==> src/rtl/perceptron_trainer.sv <==
`default_nettype none
// ============================================================================
// Module   : perceptron_trainer
// Brief    : Online error-driven trainer for a two-input Q4.12 perceptron.
// Revision : 1.0 - initial release
// ============================================================================
module perceptron_trainer #(
  parameter int fp_integer_width = 4,
  parameter int fp_fract_width   = 12,
  parameter logic [fp_integer_width+fp_fract_width-1:0] learning_rate = 16'h0400,
  parameter int max_epochs       = 16
) (
  input  logic                                       clk,
  input  logic                                       rst,
  input  logic                                       start,
  input  logic                                       sample_valid,
  output logic                                       sample_ready,
  input  logic [fp_integer_width+fp_fract_width-1:0] sample_x1,
  input  logic [fp_integer_width+fp_fract_width-1:0] sample_x2,
  input  logic                                       sample_target,
  input  logic                                       sample_last,
  output logic [fp_integer_width+fp_fract_width-1:0] in1,
  output logic [fp_integer_width+fp_fract_width-1:0] in2,
  input  logic [fp_integer_width+fp_fract_width-1:0] result,
  input  logic [fp_integer_width+fp_fract_width-1:0] weight1,
  input  logic [fp_integer_width+fp_fract_width-1:0] weight2,
  output logic [fp_integer_width+fp_fract_width-1:0] weight1_new,
  output logic [fp_integer_width+fp_fract_width-1:0] weight2_new,
  output logic                                       weight1_ld,
  output logic                                       weight2_ld,
  output logic                                       busy,
  output logic                                       done,
  output logic                                       converged,
  output logic [7:0]                                 epoch_count,
  output logic [15:0]                                epoch_errors
);

  localparam int c_fw = fp_integer_width + fp_fract_width;
  localparam int c_ew = 2 * c_fw;

  localparam logic [2:0] c_st_idle      = 3'd0;
  localparam logic [2:0] c_st_wait      = 3'd1;
  localparam logic [2:0] c_st_eval      = 3'd2;
  localparam logic [2:0] c_st_update    = 3'd3;
  localparam logic [2:0] c_st_epoch_end = 3'd4;
  localparam logic [2:0] c_st_done      = 3'd5;

  localparam logic signed [c_ew-1:0] c_sat_hi = {{(c_fw+1){1'b0}}, {(c_fw-1){1'b1}}};
  localparam logic signed [c_ew-1:0] c_sat_lo = {{(c_fw+1){1'b1}}, {(c_fw-1){1'b0}}};
  localparam logic [7:0]             c_max_epochs = 8'(max_epochs);

  // Clamp a double-width signed value into the single-width Q range.
  function automatic logic [c_fw-1:0] f_sat(input logic signed [c_ew-1:0] v);
    if (v > c_sat_hi)
      f_sat = c_sat_hi[c_fw-1:0];
    else if (v < c_sat_lo)
      f_sat = c_sat_lo[c_fw-1:0];
    else
      f_sat = v[c_fw-1:0];
  endfunction

  logic [2:0]             r_state;
  logic [c_fw-1:0]        r_in1;
  logic [c_fw-1:0]        r_in2;
  logic [c_fw-1:0]        r_w1_new;
  logic [c_fw-1:0]        r_w2_new;
  logic                   r_target;
  logic                   r_last;
  logic                   r_ld;
  logic                   r_done;
  logic                   r_converged;
  logic [7:0]             r_epoch_count;
  logic [15:0]            r_epoch_errors;

  logic                   w_pred;
  logic                   w_err_pos;
  logic                   w_err_neg;
  logic                   w_err_nz;
  logic signed [c_ew-1:0] w_lr_ext;
  logic signed [c_ew-1:0] w_x1_ext;
  logic signed [c_ew-1:0] w_x2_ext;
  logic signed [c_ew-1:0] w_prod1;
  logic signed [c_ew-1:0] w_prod2;
  logic [c_fw-1:0]        w_d1;
  logic [c_fw-1:0]        w_d2;
  logic signed [c_ew-1:0] w_d1_ext;
  logic signed [c_ew-1:0] w_d2_ext;
  logic signed [c_ew-1:0] w_wt1_ext;
  logic signed [c_ew-1:0] w_wt2_ext;
  logic signed [c_ew-1:0] w_sum1;
  logic signed [c_ew-1:0] w_sum2;
  logic [c_fw-1:0]        w_new1;
  logic [c_fw-1:0]        w_new2;
  logic [7:0]             w_epoch_next;
  logic                   w_unused_result;

  // Only the sign of the weighted sum drives the decision.
  assign w_pred          = ~result[c_fw-1];
  assign w_unused_result = ^result[c_fw-2:0];
  assign w_err_pos       = r_target & ~w_pred;
  assign w_err_neg       = ~r_target & w_pred;
  assign w_err_nz        = w_err_pos | w_err_neg;

  assign w_lr_ext  = {{c_fw{learning_rate[c_fw-1]}}, learning_rate};
  assign w_x1_ext  = {{c_fw{r_in1[c_fw-1]}}, r_in1};
  assign w_x2_ext  = {{c_fw{r_in2[c_fw-1]}}, r_in2};
  assign w_prod1   = w_lr_ext * w_x1_ext;
  assign w_prod2   = w_lr_ext * w_x2_ext;
  assign w_d1      = f_sat(w_prod1 >>> fp_fract_width);
  assign w_d2      = f_sat(w_prod2 >>> fp_fract_width);
  assign w_d1_ext  = {{c_fw{w_d1[c_fw-1]}}, w_d1};
  assign w_d2_ext  = {{c_fw{w_d2[c_fw-1]}}, w_d2};
  assign w_wt1_ext = {{c_fw{weight1[c_fw-1]}}, weight1};
  assign w_wt2_ext = {{c_fw{weight2[c_fw-1]}}, weight2};
  assign w_sum1    = w_err_pos ? (w_wt1_ext + w_d1_ext) : (w_wt1_ext - w_d1_ext);
  assign w_sum2    = w_err_pos ? (w_wt2_ext + w_d2_ext) : (w_wt2_ext - w_d2_ext);
  assign w_new1    = f_sat(w_sum1);
  assign w_new2    = f_sat(w_sum2);

  assign w_epoch_next = r_epoch_count + 8'd1;

  always_ff @(posedge clk) begin
    if (rst) begin
      r_state        <= c_st_idle;
      r_in1          <= '0;
      r_in2          <= '0;
      r_w1_new       <= '0;
      r_w2_new       <= '0;
      r_target       <= 1'b0;
      r_last         <= 1'b0;
      r_ld           <= 1'b0;
      r_done         <= 1'b0;
      r_converged    <= 1'b0;
      r_epoch_count  <= 8'd0;
      r_epoch_errors <= 16'd0;
    end else begin
      r_ld <= 1'b0;
      case (r_state)
        c_st_idle, c_st_done: begin
          if (start) begin
            r_state        <= c_st_wait;
            r_done         <= 1'b0;
            r_converged    <= 1'b0;
            r_epoch_count  <= 8'd0;
            r_epoch_errors <= 16'd0;
          end
        end
        c_st_wait: begin
          if (sample_valid) begin
            r_in1    <= sample_x1;
            r_in2    <= sample_x2;
            r_target <= sample_target;
            r_last   <= sample_last;
            r_state  <= c_st_eval;
          end
        end
        c_st_eval: begin
          r_w1_new <= w_new1;
          r_w2_new <= w_new2;
          r_ld     <= w_err_nz;
          if (w_err_nz && (r_epoch_errors != 16'hFFFF))
            r_epoch_errors <= r_epoch_errors + 16'd1;
          r_state  <= c_st_update;
        end
        c_st_update: begin
          r_state <= r_last ? c_st_epoch_end : c_st_wait;
        end
        c_st_epoch_end: begin
          r_epoch_count <= w_epoch_next;
          if (r_epoch_errors == 16'd0) begin
            r_converged <= 1'b1;
            r_done      <= 1'b1;
            r_state     <= c_st_done;
          end else if (w_epoch_next == c_max_epochs) begin
            r_done  <= 1'b1;
            r_state <= c_st_done;
          end else begin
            r_epoch_errors <= 16'd0;
            r_state        <= c_st_wait;
          end
        end
        default: r_state <= c_st_idle;
      endcase
    end
  end

  assign sample_ready = (r_state == c_st_wait);
  assign busy         = (r_state == c_st_wait) || (r_state == c_st_eval) ||
                        (r_state == c_st_update) || (r_state == c_st_epoch_end);
  assign done         = r_done;
  assign converged    = r_converged;
  assign in1          = r_in1;
  assign in2          = r_in2;
  assign weight1_new  = r_w1_new;
  assign weight2_new  = r_w2_new;
  assign weight1_ld   = r_ld;
  assign weight2_ld   = r_ld;
  assign epoch_count  = r_epoch_count;
  assign epoch_errors = r_epoch_errors;

endmodule
`default_nettype wire
==> config.mk <==
export PLATFORM = sky130hd
export DESIGN_NAME = perceptron_trainer
export DESIGN_NICKNAME = d
export VERILOG_FILES = /design/src/rtl/perceptron_trainer.sv
export SDC_FILE = /design/constraint.sdc
export NUM_CORES = 1
export LEC_CHECK = 0
export CAP_MARGIN = 20
export CELL_PAD_IN_SITES_DETAIL_PLACEMENT = 1
export CELL_PAD_IN_SITES_GLOBAL_PLACEMENT = 1
export CORE_ASPECT_RATIO = 0.8
export CORE_MARGIN = 3
export CORE_UTILIZATION = 35
export CTS_CLUSTER_DIAMETER = 100
export CTS_CLUSTER_SIZE = 14
export DETAILED_ROUTE_END_ITERATION = 16
export PLACE_DENSITY_LB_ADDON = 0.05
export REMOVE_ABC_BUFFERS = 1
export SYNTH_ARGS = -nofsm -noshare
export SYNTH_HDL_FRONTEND = slang
export SYNTH_SLANG_ARGS = --single-unit
==> constraint.sdc <==
create_clock -name clk -period 4.8 [get_ports clk]
set_clock_uncertainty 0.1 [all_clocks]
set_input_delay 0.72 -clock clk [delete_from_list [all_inputs] [get_ports clk]]
set_output_delay 0.72 -clock clk [all_outputs]
set_load 0.1 [all_outputs]
Word-level counts from Yosys, hierarchy flattened
Cells that the tools add are included.
{"block": "word_totals", "reg_bits": 96, "output_inout_bits": 94}
{"block": "op_classes", "eq_ne": 14, "order_cmp": 8, "bitwise_logic": 6, "n_reduce_logical": 16, "n_mux": 29, "n_addsub": 6}
{"cell": "2-to-1 mux 16 bit", "n": 12}
{"cell": "greater-than comparator 32 x 16 -> 1 bit (second input constant)", "n": 2}
{"cell": "less-than comparator 32 x 16 -> 1 bit (second input constant)", "n": 2}
{"cell": "2-to-1 mux 32 bit", "n": 2}
{"cell": "case mux 16 bit (3 select lines)", "n": 1}
{"cell": "adder 16 x 16 -> 17 bit", "n": 2}
{"cell": "subtractor 16 x 16 -> 17 bit", "n": 2}
{"cell": "greater-than comparator 14 x 16 -> 1 bit (second input constant)", "n": 2}
{"cell": "less-than comparator 14 x 16 -> 1 bit (second input constant)", "n": 2}
{"cell": "adder 16 x 1 -> 16 bit (second input constant)", "n": 1}
{"cell": "zero test 16 bit", "n": 1}
{"cell": "inequality test 16 bit (second input constant)", "n": 1}
{"cell": "case mux 8 bit (2 select lines)", "n": 1}
{"cell": "2-to-1 mux 3 bit", "n": 5}
{"cell": "case mux 3 bit (5 select lines)", "n": 1}
{"cell": "inequality test 2 bit (second input constant)", "n": 6}
{"cell": "adder 8 x 1 -> 8 bit (second input constant)", "n": 1}
{"cell": "equality test 8 x 5 -> 1 bit (second input constant)", "n": 1}
{"cell": "2-to-1 mux 8 bit", "n": 1}
{"cell": "equality test 3 x 2 -> 1 bit (second input constant)", "n": 2}
{"cell": "equality test 3 bit (second input constant)", "n": 2}
{"cell": "AND reduction 2 bit", "n": 3}
{"cell": "AND reduction 3 bit", "n": 2}
{"cell": "AND reduction 5 bit", "n": 1}
{"cell": "other kinds (13)", "n": 23}

Logic depth before layout (Yosys ltp)
Gate-level depths: netlist of run 1.
{"block": "depth", "depth_word": 8, "depth_mapped": 17, "depth_no_buf": 14}

Least setup slack after synthesis of run 1
OpenSTA, ideal clock, no wires.
{"block": "synth_timing", "path_type": "reg-to-reg", "start": "register r_in2[2] (netlist: in2[2])", "end": "register r_w2_new[3] (netlist: weight2_new[3])", "t_arrival_ps": 3895, "n_path_buf": 1, "path_stages_with_launch": 16, "path_slack_ps": 686, "synth_period_minus_slack_ps": 4114, "setup_ps": 119, "cell_sequence": "dfxtp_1 > inv_1 > ha_1 > nor3b_1 > and2_1 > a21oi_1 > xor2_1 > ha_1 > and3_1 > and3_1 > nand3_1 > and3_1 > a211oi_2 > clkbuf_1 > a21oi_1 > o221a_2"}
{"block": "synth_via", "elab_chain_cells": 8}
{"element": "start, declared", "line": "64", "text": "logic [c_fw-1:0] r_in2;"}
{"element": "start signal, assigned", "line": "151", "text": "r_in2 <= sample_x2;"}
{"element": "less-than comparator 14 x 16 -> 1 bit", "line": "56", "text": "else if (v < c_sat_lo)"}
{"element": "2-to-1 mux 16 bit", "line": "56"}
{"element": "2-to-1 mux 16 bit (*)", "line": "54", "text": "if (v > c_sat_hi)"}
{"element": "subtractor 16 x 16 -> 17 bit or adder 16 x 16 -> 17 bit (tied branches)", "line": "116", "text": "assign w_sum2 = w_err_pos ? (w_wt2_ext + w_d2_ext) : (w_wt2_ext - w_d2_ext);"}
{"element": "2-to-1 mux 32 bit (*)", "line": "116"}
{"element": "less-than comparator 32 x 16 -> 1 bit", "line": "56"}
{"element": "2-to-1 mux 16 bit", "line": "56"}
{"element": "2-to-1 mux 16 bit (*)", "line": "54"}
{"element": "end signal, assigned", "line": "159", "text": "r_w2_new <= w_new2;"}
{"element": "end, declared", "line": "66", "text": "logic [c_fw-1:0] r_w2_new;"}
Every way passes the cells marked *; elsewhere a longest branch is shown, timed or not.
A chain may end at the register's enable or synchronous reset.

Worst setup path after layout of run 1
{"block": "layout_timing", "start": "input result[15]", "end": "register r_w1_new[0] (netlist: weight1_new[0])"}
{"block": "layout_via", "elab_chain_cells": 5}
{"element": "start, declared", "line": "24", "text": "input logic [fp_integer_width+fp_fract_width-1:0] result,"}
{"element": "AND 1 bit (*)", "line": "100", "text": "assign w_err_pos = r_target & ~w_pred;"}
{"element": "2-to-1 mux 32 bit (*)", "line": "115", "text": "assign w_sum1 = w_err_pos ? (w_wt1_ext + w_d1_ext) : (w_wt1_ext - w_d1_ext);"}
{"element": "less-than comparator 32 x 16 -> 1 bit", "line": "56"}
{"element": "2-to-1 mux 16 bit", "line": "56"}
{"element": "2-to-1 mux 16 bit (*)", "line": "54"}
{"element": "end signal, assigned", "line": "158", "text": "r_w1_new <= w_new1;"}
{"element": "end, declared", "line": "65", "text": "logic [c_fw-1:0] r_w1_new;"}
Marked as above.

==> results of run 1 <==
[layout make-up]
class / instances / area (sq um) / share of cell area
clock inverters: 4 / 55.1 / 0.00613
flip-flops and latches: 96 / 1920 / 0.214
multi-input cells: 698 / 4570 / 0.509
diodes: 1 / 2.50 / 0.000279
inverters: 33 / 124 / 0.0138
repair buffers: 177 / 1750 / 0.195
well taps: 258 / 323 / 0.0360
clock buffers: 11 / 233 / 0.0259
[worst max-delay path by stage]
stage	endpoint	slack (ns)	cells past startpoint
global placement	weight1_new[15]	0.47	13
detailed placement	weight1_new[15]	0.40	13
global route	weight2_new[3]	0.42	15
finish	weight1_new[0]	0.71	14
floorplan	weight2_new[14]	0.29	14
CTS	weight1_new[15]	0.77	13
[registers in the layout, indices dropped and copies added, names as in the netlist]
signal / count
r_target: 1
r_state: 3
in1: 16
r_last: 1
weight1_ld: 1
epoch_errors: 16
epoch_count: 8
weight1_new: 16
converged: 1
done: 1
weight2_new: 16
in2: 16
[routing by layer]
layer,up-vias,track usage
met5,-,0
met4,2,0.0376
met3,11,0.0422
met2,125,0.331
met1,3308,0.300
li1,3463,-
[power groups by stage]
| stage | logic (mW) | registers (mW) | clock network (mW) |
|---|---|---|---|
| after floorplan | 1.06 | 1.12 | 0 |
| after detailed placement | 1.76 | 0.890 | 0 |
| final | 1.77 | 0.871 | 0.756 |
| after global routing | 1.95 | 0.878 | 0.806 |
| after CTS | 1.77 | 0.872 | 0.779 |
| after global placement | 1.73 | 0.889 | 0 |
[Yosys cell counts, types with 4 or more instances]
cell type  count  area [sq um]
and4_1         6          52.6
nand3_1       17          85.1
o21a_1         9          67.6
a211oi_2      11           138
nand2b_1       8          50.1
o221a_1        9           101
and3_1        13          81.3
inv_1         32           120
nor2_1        90           338
a31oi_1        7          43.8
clkbuf_1      32           120
o211ai_2       4          50.1
a21oi_1      113           566
o21ai_0       37           185
nor2b_1        9          56.3
a21o_1        15           113
nand4_1        7          43.8
xnor2_1       16           140
ha_1          41           513
mux2_2         4          45.0
buf_2          7          35.0
dfxtp_1       96          1920
o211ai_1      17           128
o221a_2        4          45.0
nand2_1      113           424
a311oi_1      18           158
a211oi_1       8          60.1
and2_1         6          37.5
xor2_1        27           236
nor3_1        24           120
[cells by family after synthesis]
kind of cell / count (synthesis) / synth area share
AO/OA/AOI/OAI: 289 / 0.296
XOR/XNOR: 44 / 0.0576
adder cells (fa/ha/maj): 45 / 0.0844
buffers and inverters: 80 / 0.0503
flip-flops: 96 / 0.282
multiplexers: 6 / 0.00954
AND/OR/NAND/NOR: 314 / 0.221
[critical path, delay by kind of cell]
kind                       cells  cell delay [ns]
adders and majority gates      2             0.55
xor gates and xnor gates       1             0.14
buffers and inverters          3             0.92
AOI/OAI and AO/OA              6             1.60
and+or+nand+nor                2             0.27
==> qor.txt, run 1 <==
Non-Filler Cell Area, Final -> 0.00898 sq mm
clock tree root buffer cell -> clkbuf_16
Cell Chain, Critical Path -> clkdlybuf4s50_1, ha_1, buf_12, nor2_1, xor2_1, ha_1, nor2b_1, o31ai_1, a211o_1, a31oi_2, a31oi_4, buf_4, o211ai_1, a311oi_1
Post-CTS Hold Fix Bufs -> 0
pwr dens -> 378 mW/mm^2
Top Metal Used -> met5
vias after detailed routing -> 6,909
average size of a mapped cell -> 7.80 sq um
area after detailed placement -> 0.00869 sq mm
Peak Freq -> 0.244 GHz
Clock Tree Buf Depth -> 2
Sw Share -> 0.445
largest net degree at the start of global routing -> 64
count of maximum capacitance violations -> 0
vertical die dimension -> 131 um
Max stage delay on crit path -> 0.51 ns
# rows -> 45
worst hold endpoint -> in1[1]
crit path setup slack, layout -> 0.709 ns
area inside the core boundary -> 0.0190 sq mm
post-synth design cell area -> 0.00682 sq mm
Hold Crit Class -> reg -> reg
most frequent cells in the layout -> 163 x clkdlybuf4s50_1, 113 x a21oi_1, 113 x nand2_1
clock edge transition at the registers on the reported setup and hold paths -> 0.07 ns
Clock Power Share -> 0.222
worst endpoint data arrival time -> 4.25 ns
unrepaired setup endpoints after global routing -> false
total power consumption of the routed design -> 3.40 mW
detail-routed net length per standard cell -> 17.6 um
proportion of register bits with asynchronous set or reset after synthesis -> 0
number of cells after detailed placement -> 1,262
share of post-route cells with drive strength above 1 -> 0.0716
Pint -> 1.88 mW
most frequent standard cell in the layout excluding fill and tap cells -> clkdlybuf4s50_1
Seq/Total Area, Yosys -> 0.282
total gr overflow -> 0
CP Launch Point -> result[15]
clock tree from TritonCTS -> done
number of nets still failing antenna checks after routing -> 0
end-of-flow core utilization -> 0.472
relative max-transition margin -> 0.304
switching power -> 1.51 mW
Layout Cells excl Fill -> 1,278
Max stage delay cell, worst path -> o31ai_1
instance count of the mapped netlist -> 874
insertion delay of the later-clocked pin in the worst-skew pair -> 0.36 ns
sequential cell fraction of total power -> 0.257
count of final max-slew check failures -> 0
Worst Max-Slew Pin Slew -> 1.04 ns
hold_sp -> in1[1]
share of the clock period used by the worst path -> 0.852
wire length on met2 -> 9.77 mm
worst slack at placement -> 0.403 ns
number of gates resized after cts -> 0
Layout area overhead -> 31.7%
half-perimeter wire length after detailed placement -> 16.8 mm
status -> finished, final reports clean
post-layout min period -> 4.09 ns
setup slack, reg-to-reg -> 0.78 ns
number of primary I/O pins -> 180
TritonRoute pass-1 iters -> 4
post-route worst hold slack -> 0.354 ns
wire length on met3 -> 971 um
number of buffers inserted to repair setup after CTS -> 0
count of flip-flops with a built-in enable after synthesis -> 0
cell leakage power -> 3.38 nW
CP Launch Type -> input pin
number of warning messages in the yosys log -> 0
CTS Buf Count -> 9
nets -> 1,144
initial cell density of the core -> 0.358
overall die area -> 0.0212 sq mm
number of sinks driven by the clock tree -> 96
reg2reg start -> in2[4]
via-per-instance ratio -> 5.41
path type of the worst setup path -> in -> reg
# fillers -> 2,388
wire length of the first global-routing pass -> 35.9 mm
Comb pwr share -> 0.521
number of setup violations in the final report -> 0
Die Width -> 162 um
metal1 wirelength -> 11.5 mm
Worst EP required -> 4.96 ns
number of library cell types mapped by synthesis -> 73
leading register cell type out of synthesis -> dfxtp_1
initial antenna violation count -> 1
largest driver fanout on the critical path -> 34
worst hold stages -> 2
hold violation count in the final report -> 0
worst-case vdd ir drop -> 0.000178 V
end of the worst register-to-register path -> weight2_new[3]
via count of the first global-routing pass -> 6,813
overall routed net length -> 22.4 mm
maximum level of the CTS H-tree -> 3
port bufs -> 164
overall global routing resource usage -> 0.209
R2R depth -> 15
DRC violation count after routing -> 0
FF+latch count, synth -> 96
Starting DRT DRC Count -> 346
most common cell type on the critical path -> ha_1
Worst Setup End Kind -> register
placer's final routability congestion estimate -> 0.817
setup TNS -> 0 ns
Note: power is estimated with default switching activity, not from simulation.
==> inputs of run 2 (changes only) <==
--- a/config.mk
+++ b/config.mk
@@ -9,7 +9,6 @@
 export CELL_PAD_IN_SITES_DETAIL_PLACEMENT = 1
 export CELL_PAD_IN_SITES_GLOBAL_PLACEMENT = 1
 export CORE_ASPECT_RATIO = 0.8
-export CORE_MARGIN = 3
 export CORE_UTILIZATION = 35
 export CTS_CLUSTER_DIAMETER = 100
 export CTS_CLUSTER_SIZE = 14
@@ -19,3 +18,4 @@
 export SYNTH_ARGS = -nofsm -noshare
 export SYNTH_HDL_FRONTEND = slang
 export SYNTH_SLANG_ARGS = --single-unit
+export TNS_END_PERCENT = 50
==> run 2 against run 1 <==
  * Cell count about the same
  * Combinational power about the same
  * Cell area rose by 0.17%
  * Register-to-register slack lost 0.03 ns
  * Core utilization up 0.079 points
  * Sequential share of layout area about the same
  * Count of clock-buffer cells in the layout did not move
==> qor.txt, run 2 (same netlist as run 1, synthesis figures left out) <==
setup slack, reg-to-reg -> 0.75 ns (was 0.78 ns)
initial antenna violation count -> 2 (was 1)
R2R depth -> 15 (unchanged)
maximum level of the CTS H-tree -> 3 (unchanged)
Layout area overhead -> 31.9% (was 31.7%)
Starting DRT DRC Count -> 334 (was 346)
number of cells after detailed placement -> 1,260 (was 1,262)
clock edge transition at the registers on the reported setup and hold paths -> 0.07 ns (about the same)
CP Launch Point -> in2[4] (was result[15])
Die Width -> 158 um (was 162 um)
overall global routing resource usage -> 0.216 (was 0.209)
number of buffers inserted to repair setup after CTS -> 0 (unchanged)
number of gates resized after cts -> 0 (unchanged)
largest net degree at the start of global routing -> 64 (unchanged)
total gr overflow -> 0 (unchanged)
TritonRoute pass-1 iters -> 4 (unchanged)
Worst EP required -> 4.94 ns (was 4.96 ns)
# fillers -> 2,342 (was 2,388)
share of the clock period used by the worst path -> 0.844 (was 0.852)
Post-CTS Hold Fix Bufs -> 0 (unchanged)
hold violation count in the final report -> 0 (unchanged)
worst slack at placement -> 0.437 ns (was 0.403 ns)
DRC violation count after routing -> 0 (unchanged)
nets -> 1,142 (was 1,144)
count of maximum capacitance violations -> 0 (unchanged)
overall routed net length -> 21.5 mm (was 22.4 mm)
number of primary I/O pins -> 180 (unchanged)
detail-routed net length per standard cell -> 16.8 um (was 17.6 um)
worst-case vdd ir drop -> 0.000171 V (was 0.000178 V)
status -> finished, final reports clean (unchanged)
wire length of the first global-routing pass -> 34.6 mm (was 35.9 mm)
share of post-route cells with drive strength above 1 -> 0.0717 (was 0.0716)
number of setup violations in the final report -> 0 (unchanged)
Peak Freq -> 0.247 GHz (was 0.244 GHz)
initial cell density of the core -> 0.358 (unchanged)
clock tree root buffer cell -> clkbuf_16 (unchanged)
largest driver fanout on the critical path -> 29 (was 34)
capturing element of the worst setup path -> weight2_new[1] (was weight1_new[0])
Layout Cells excl Fill -> 1,277 (was 1,278)
most frequent cells in the layout -> 163 x clkdlybuf4s50_1, 113 x a21oi_1, 113 x nand2_1 (unchanged)
Clock Tree Buf Depth -> 2 (unchanged)
pwr dens -> 379 mW/mm^2 (was 378 mW/mm^2)
Worst Max-Slew Pin Slew -> 1.06 ns (was 1.04 ns)
number of nets still failing antenna checks after routing -> 0 (unchanged)
path type of the worst setup path -> reg -> reg (was in -> reg)
crit path setup slack, layout -> 0.748 ns (was 0.709 ns)
clock tree from TritonCTS -> done (unchanged)
most frequent standard cell in the layout excluding fill and tap cells -> clkdlybuf4s50_1 (unchanged)
hold_sp -> in1[0] (was in1[1])
post-layout min period -> 4.05 ns (was 4.09 ns)
via-per-instance ratio -> 5.35 (was 5.41)
unrepaired setup endpoints after global routing -> false (unchanged)
setup TNS -> 0 ns (unchanged)
placer's final routability congestion estimate -> 0.852 (was 0.817)
relative max-transition margin -> 0.290 (was 0.304)
worst endpoint data arrival time -> 4.19 ns (was 4.25 ns)
port bufs -> 164 (unchanged)
reg2reg start -> in2[4] (unchanged)
area inside the core boundary -> 0.0190 sq mm (unchanged)
vias after detailed routing -> 6,835 (was 6,909)
Hold Crit Class -> reg -> reg (unchanged)
vertical die dimension -> 127 um (was 131 um)
cell leakage power -> 3.38 nW (about the same)
end of the worst register-to-register path -> weight2_new[1] (was weight2_new[3])
CP Launch Type -> register (was input pin)
count of final max-slew check failures -> 0 (unchanged)
insertion delay of the later-clocked pin in the worst-skew pair -> 0.36 ns (about the same)
half-perimeter wire length after detailed placement -> 16.1 mm (was 16.8 mm)
via count of the first global-routing pass -> 6,613 (was 6,813)
CTS Buf Count -> 9 (unchanged)
number of sinks driven by the clock tree -> 96 (unchanged)
Worst Setup End Kind -> register (unchanged)
overall die area -> 0.0200 sq mm (was 0.0212 sq mm)
# rows -> 45 (unchanged)
-- run 2: cell count changes in the layout (fill, tap and decap cells not counted), sizes merged --
cell	change
buf	-2
clkinvlp	+1
inv	+1
clkinv	-1
-- run 2: layout make-up --
class | instances | area [sq um] | share of cell area
clock buffer | 11 | 243 | 0.0270
clock inverter | 5 | 62.6 | 0.00696
antenna | 1 | 2.50 | 0.000278
tap | 258 | 323 | 0.0359
sequential | 96 | 1920 | 0.214
multi-input combinational | 698 | 4570 | 0.508
timing repair buffer | 175 | 1750 | 0.194
inverter | 33 | 124 | 0.0138
-- run 2: per-stage QoR --
| step | util | instance area, sq um | hold slack (ns) | total power [mW] |
|---|---|---|---|---|
| 4_1_cts | 0.472 | 8990 | 0.361 | 3.44 |
| 2_1_floorplan | - | 6600 | 0.334 | 2.18 |
| 3_3_place_gp | 0.456 | 8690 | 0.344 | 2.61 |
| 5_1_grt | 0.472 | 8990 | 0.382 | 3.63 |
| 6_report | 0.473 | 8990 | 0.356 | 3.41 |
| 3_5_place_dp | 0.456 | 8690 | 0.351 | 2.65 |
-- run 2: layer usage --
metal | global-route usage | up-vias | wire, um | part of all wire
met5 | 0 | - | 17 | 0.00079
met4 | 0.0430 | 2 | 156 | 0.0073
met3 | 0.0420 | 12 | 925 | 0.043
met2 | 0.339 | 105 | 9310 | 0.43
met1 | 0.306 | 3251 | 11100 | 0.52
li1 | - | 3465 | - | -
-- run 2: worst max-delay path, stage by stage, from the launching register on --
cell and delay [ns]:
dfxtp_1 0.40, nor4_4 0.40, nor2b_1 0.21, nand2_1 0.08, nor2_1 0.20, a21oi_1 0.12, xor2_1 0.16, ha_1 0.44
a21oi_1 0.16, o21ai_1 0.28, nor3_1 0.14, a2111o_1 0.46, o211ai_2 0.07, buf_4 0.30, o21ai_0 0.13, o221a_2 0.28
-- run 2: report_power, final --
group / total, mW / internal (mW) / switching [mW]
clock: 0.774 / 0.423 / 0.350
combinational: 1.77 / 0.642 / 1.12
sequential: 0.871 / 0.832 / 0.0387
total: 3.41 / 1.90 / 1.51
-- run 2: worst min path at each step --
stage / slack [ns] / to / depth (start not counted)
floorplan: 0.33 / r_target / 2
global placement: 0.34 / in1[1] / 2
detailed placement: 0.35 / in1[1] / 2
CTS: 0.36 / in1[1] / 2
global route: 0.38 / r_target / 2
finish: 0.36 / in1[0] / 2
==> inputs of run 3 (changes only) <==
--- a/config.mk
+++ b/config.mk
@@ -9,7 +9,7 @@
 export CELL_PAD_IN_SITES_DETAIL_PLACEMENT = 1
 export CELL_PAD_IN_SITES_GLOBAL_PLACEMENT = 1
 export CORE_ASPECT_RATIO = 0.8
-export CORE_UTILIZATION = 35
+export CORE_UTILIZATION = 32
 export CTS_CLUSTER_DIAMETER = 100
 export CTS_CLUSTER_SIZE = 14
 export DETAILED_ROUTE_END_ITERATION = 16
==> constraint.sdc (replaced) <==
create_clock -name clk -period 3.3 [get_ports clk]
set_clock_uncertainty 0.1 [all_clocks]
set_input_delay 0.495 -clock clk [delete_from_list [all_inputs] [get_ports clk]]
set_output_delay 0.495 -clock clk [all_outputs]
set_load 0.1 [all_outputs]
==> run 3 against run 2 <==
  * First-iteration DRC count down 9.6%
  * Sequential power grew 45%
  * Wire length up 18%
  * Worst setup slack lost 1.0 ns
  * Core utilization grew 4.2 points
  * The flow now finishes with violations (setup timing)
  * Via count rose by 11%
  * Sequential share of layout area is 3.3 points lower
  * Global-route usage rose by 0.98 points
  * Largest cell class unchanged
  * Die area is 9.2% higher
  * Combinational power rose by 120%
==> qor.txt, run 3 (same netlist as run 1, synthesis figures left out) <==
maximum level of the CTS H-tree -> 3 (unchanged)
antenna cells -> 0 (was 1)
CTS Buf Count -> 9 (unchanged)
capturing element of the worst setup path -> weight2_new[14] (was weight2_new[1])
nets -> 1,309 (was 1,142)
relative max-transition margin -> 0.350 (was 0.290)
total gr overflow -> 0 (unchanged)
Hold Crit Class -> reg -> reg (unchanged)
share of the clock period used by the worst path -> 1.08 (was 0.844)
TritonRoute pass-1 iters -> 5 (was 4)
crit path buf inv count -> 6 (was 1)
overall global routing resource usage -> 0.226 (was 0.216)
overall die area -> 0.0219 sq mm (was 0.0200 sq mm)
via count of the first global-routing pass -> 7,642 (was 6,613)
Die Width -> 165 um (was 158 um)
Worst Setup End Kind -> register (unchanged)
total power consumption of the routed design -> 6.15 mW (was 3.41 mW)
number of nets still failing antenna checks after routing -> 0 (unchanged)
via-per-instance ratio -> 5.20 (was 5.35)
setup TNS -> -3.91 ns (was 0 ns)
pwr dens -> 576 mW/mm^2 (was 379 mW/mm^2)
Cell Chain, Critical Path -> nor4_4, buf_4, buf_4, buf_6, and2_4, buf_6, a21oi_2, xor2_1, ha_2, buf_4, a21o_1, or3_1, o22ai_2, a2111o_1, o211ai_4, buf_6, maj3_2, a211oi_2 (was nor4_4, nor2b_1, nand2_1, nor2_1, a21oi_1, xor2_1, ha_1, a21oi_1, o21ai_1, nor3_1, a2111o_1, o211ai_2, buf_4, o21ai_0, o221a_2)
clock tree from TritonCTS -> done (unchanged)
wire length of the first global-routing pass -> 39.5 mm (was 34.6 mm)
clock tree root buffer cell -> clkbuf_16 (unchanged)
end-of-flow core utilization -> 0.514 (was 0.473)
clock edge transition at the registers on the reported setup and hold paths -> 0.08 ns (was 0.07 ns)
placer's final routability congestion estimate -> 0.820 (was 0.852)
worst-case vdd ir drop -> 0.000315 V (was 0.000171 V)
number of cells after detailed placement -> 1,409 (was 1,260)
most frequent standard cell in the layout excluding fill and tap cells -> buf_4 (was clkdlybuf4s50_1)
cell class contributing the biggest share of worst-path delay -> compound AO/OA/AOI/OAI gates (unchanged)
# rows -> 47 (was 45)
Clock Tree Buf Depth -> 2 (unchanged)
hold violation count in the final report -> 0 (unchanged)
path type of the worst setup path -> reg -> reg (unchanged)
port bufs -> 164 (unchanged)
initial antenna violation count -> 0 (was 2)
Worst EP required -> 3.48 ns (was 4.94 ns)
CP Launch Point -> in2[4] (unchanged)
vias after detailed routing -> 7,563 (was 6,835)
Layout Cells excl Fill -> 1,454 (was 1,277)
R2R depth -> 18 (was 15)
largest net degree at the start of global routing -> 64 (unchanged)
largest driver fanout on the critical path -> 4 (was 29)
end of the worst register-to-register path -> weight2_new[14] (was weight2_new[1])
Post-CTS Hold Fix Bufs -> 0 (unchanged)
overall routed net length -> 25.4 mm (was 21.5 mm)
most frequent cells in the layout -> 234 x buf_4, 112 x nand2_1, 94 x a21oi_1 (was 163 x clkdlybuf4s50_1, 113 x a21oi_1, 113 x nand2_1)
Peak Freq -> 0.282 GHz (was 0.247 GHz)
half-perimeter wire length after detailed placement -> 18.3 mm (was 16.1 mm)
number of stages on the worst setup path -> 18 (was 15)
insertion delay of the later-clocked pin in the worst-skew pair -> 0.36 ns (about the same)
worst endpoint data arrival time -> 3.73 ns (was 4.19 ns)
number of primary I/O pins -> 180 (unchanged)
Max stage delay on crit path -> 0.35 ns (was 0.46 ns)
worst slack at placement -> -0.664 ns (was 0.437 ns)
cell leakage power -> 4.54 nW (was 3.38 nW)
setup slack, reg-to-reg -> -0.25 ns (was 0.75 ns)
count of final max-slew check failures -> 0 (unchanged)
DRC violation count after routing -> 0 (unchanged)
Starting DRT DRC Count -> 302 (was 334)
crit path setup slack, layout -> -0.251 ns (was 0.748 ns)
post-layout min period -> 3.55 ns (was 4.05 ns)
number of sinks driven by the clock tree -> 96 (unchanged)
reg2reg start -> in2[4] (unchanged)
unrepaired setup endpoints after global routing -> true (was false)
failing checks -> setup timing
count of maximum capacitance violations -> 0 (unchanged)
vertical die dimension -> 133 um (was 127 um)
Max stage delay cell, worst path -> or3_1 (was a2111o_1)
Worst Max-Slew Pin Slew -> 0.972 ns (was 1.06 ns)
detail-routed net length per standard cell -> 17.5 um (was 16.8 um)
CP Launch Type -> register (unchanged)
status -> finished with violations (was finished, final reports clean)
Layout area overhead -> 56.5% (was 31.9%)
# fillers -> 2,498 (was 2,342)
initial cell density of the core -> 0.328 (was 0.358)
area inside the core boundary -> 0.0208 sq mm (was 0.0190 sq mm)
number of setup violations in the final report -> 32 (was 0)
share of post-route cells with drive strength above 1 -> 0.329 (was 0.0717)
-- run 3: stage by stage --
step	hold WS, ns	cell area (sq um)
after floorplan	0.334	6600
after global placement	0.348	9610
after detailed placement	0.350	9610
after CTS	0.364	10300
after global routing	0.382	10700
final	0.362	10700
-- run 3: per-layer routing --
| layer | up-vias | wire length (um) | global-route usage |
|---|---|---|---|
| met2 | 114 | 12300 | 0.382 |
| met1 | 3631 | 12100 | 0.301 |
| met4 | 0 | 355 | 0.0581 |
| met5 | - | 0 | 0 |
| li1 | 3795 | - | - |
| met3 | 23 | 710 | 0.0279 |
-- run 3: what timing repair did --
action | CTS | global route
gates cloned | 2 | 3
pin swaps | 36 | 42
setup buffers | 12 | 13
setup endpoints to repair | 32 | 32
gates resized for setup | 51 | 55
-- run 3: worst min path at each step --
stage / from / to / slack (ns) / cells past startpoint
after floorplan: r_target / r_target / 0.33 / 2
after global placement: in2[0] / in2[0] / 0.35 / 2
after detailed placement: in1[0] / in1[0] / 0.35 / 2
after CTS: in1[0] / in1[0] / 0.36 / 2
after global routing: in1[0] / in1[0] / 0.38 / 2
final: in1[0] / in1[0] / 0.36 / 2
-- run 3: worst register-to-register path, stage by stage (launching register included) --
cell      delay, ns
dfxtp_2        0.34
nor4_4         0.29
buf_4          0.15
buf_4          0.09
buf_6          0.10
and2_4         0.15
buf_6          0.09
a21oi_2        0.05
xor2_1         0.15
ha_2           0.19
buf_4          0.13
a21o_1         0.16
or3_1          0.35
o22ai_2        0.14
a2111o_1       0.16
o211ai_4       0.12
buf_6          0.15
maj3_2         0.33
a211oi_2       0.23
-- run 3: layout make-up --
class / count / area, sq um / share of cell area
well taps: 269 / 337 / 0.0315
clock inverters: 7 / 60.1 / 0.00563
inverters: 33 / 124 / 0.0116
multi-input cells: 698 / 4950 / 0.464
repair buffers: 342 / 3040 / 0.285
flip-flops and latches: 96 / 1930 / 0.181
clock buffers: 9 / 225 / 0.0211
-- run 3: report_power, final --
group / internal, mW / switching [mW] / leakage, nW
Combinational: 1.79 / 2.03 / 3.61
Sequential: 1.21 / 0.0483 / 0.782
Clock: 0.530 / 0.543 / 0.143
Total: 3.53 / 2.62 / 4.54
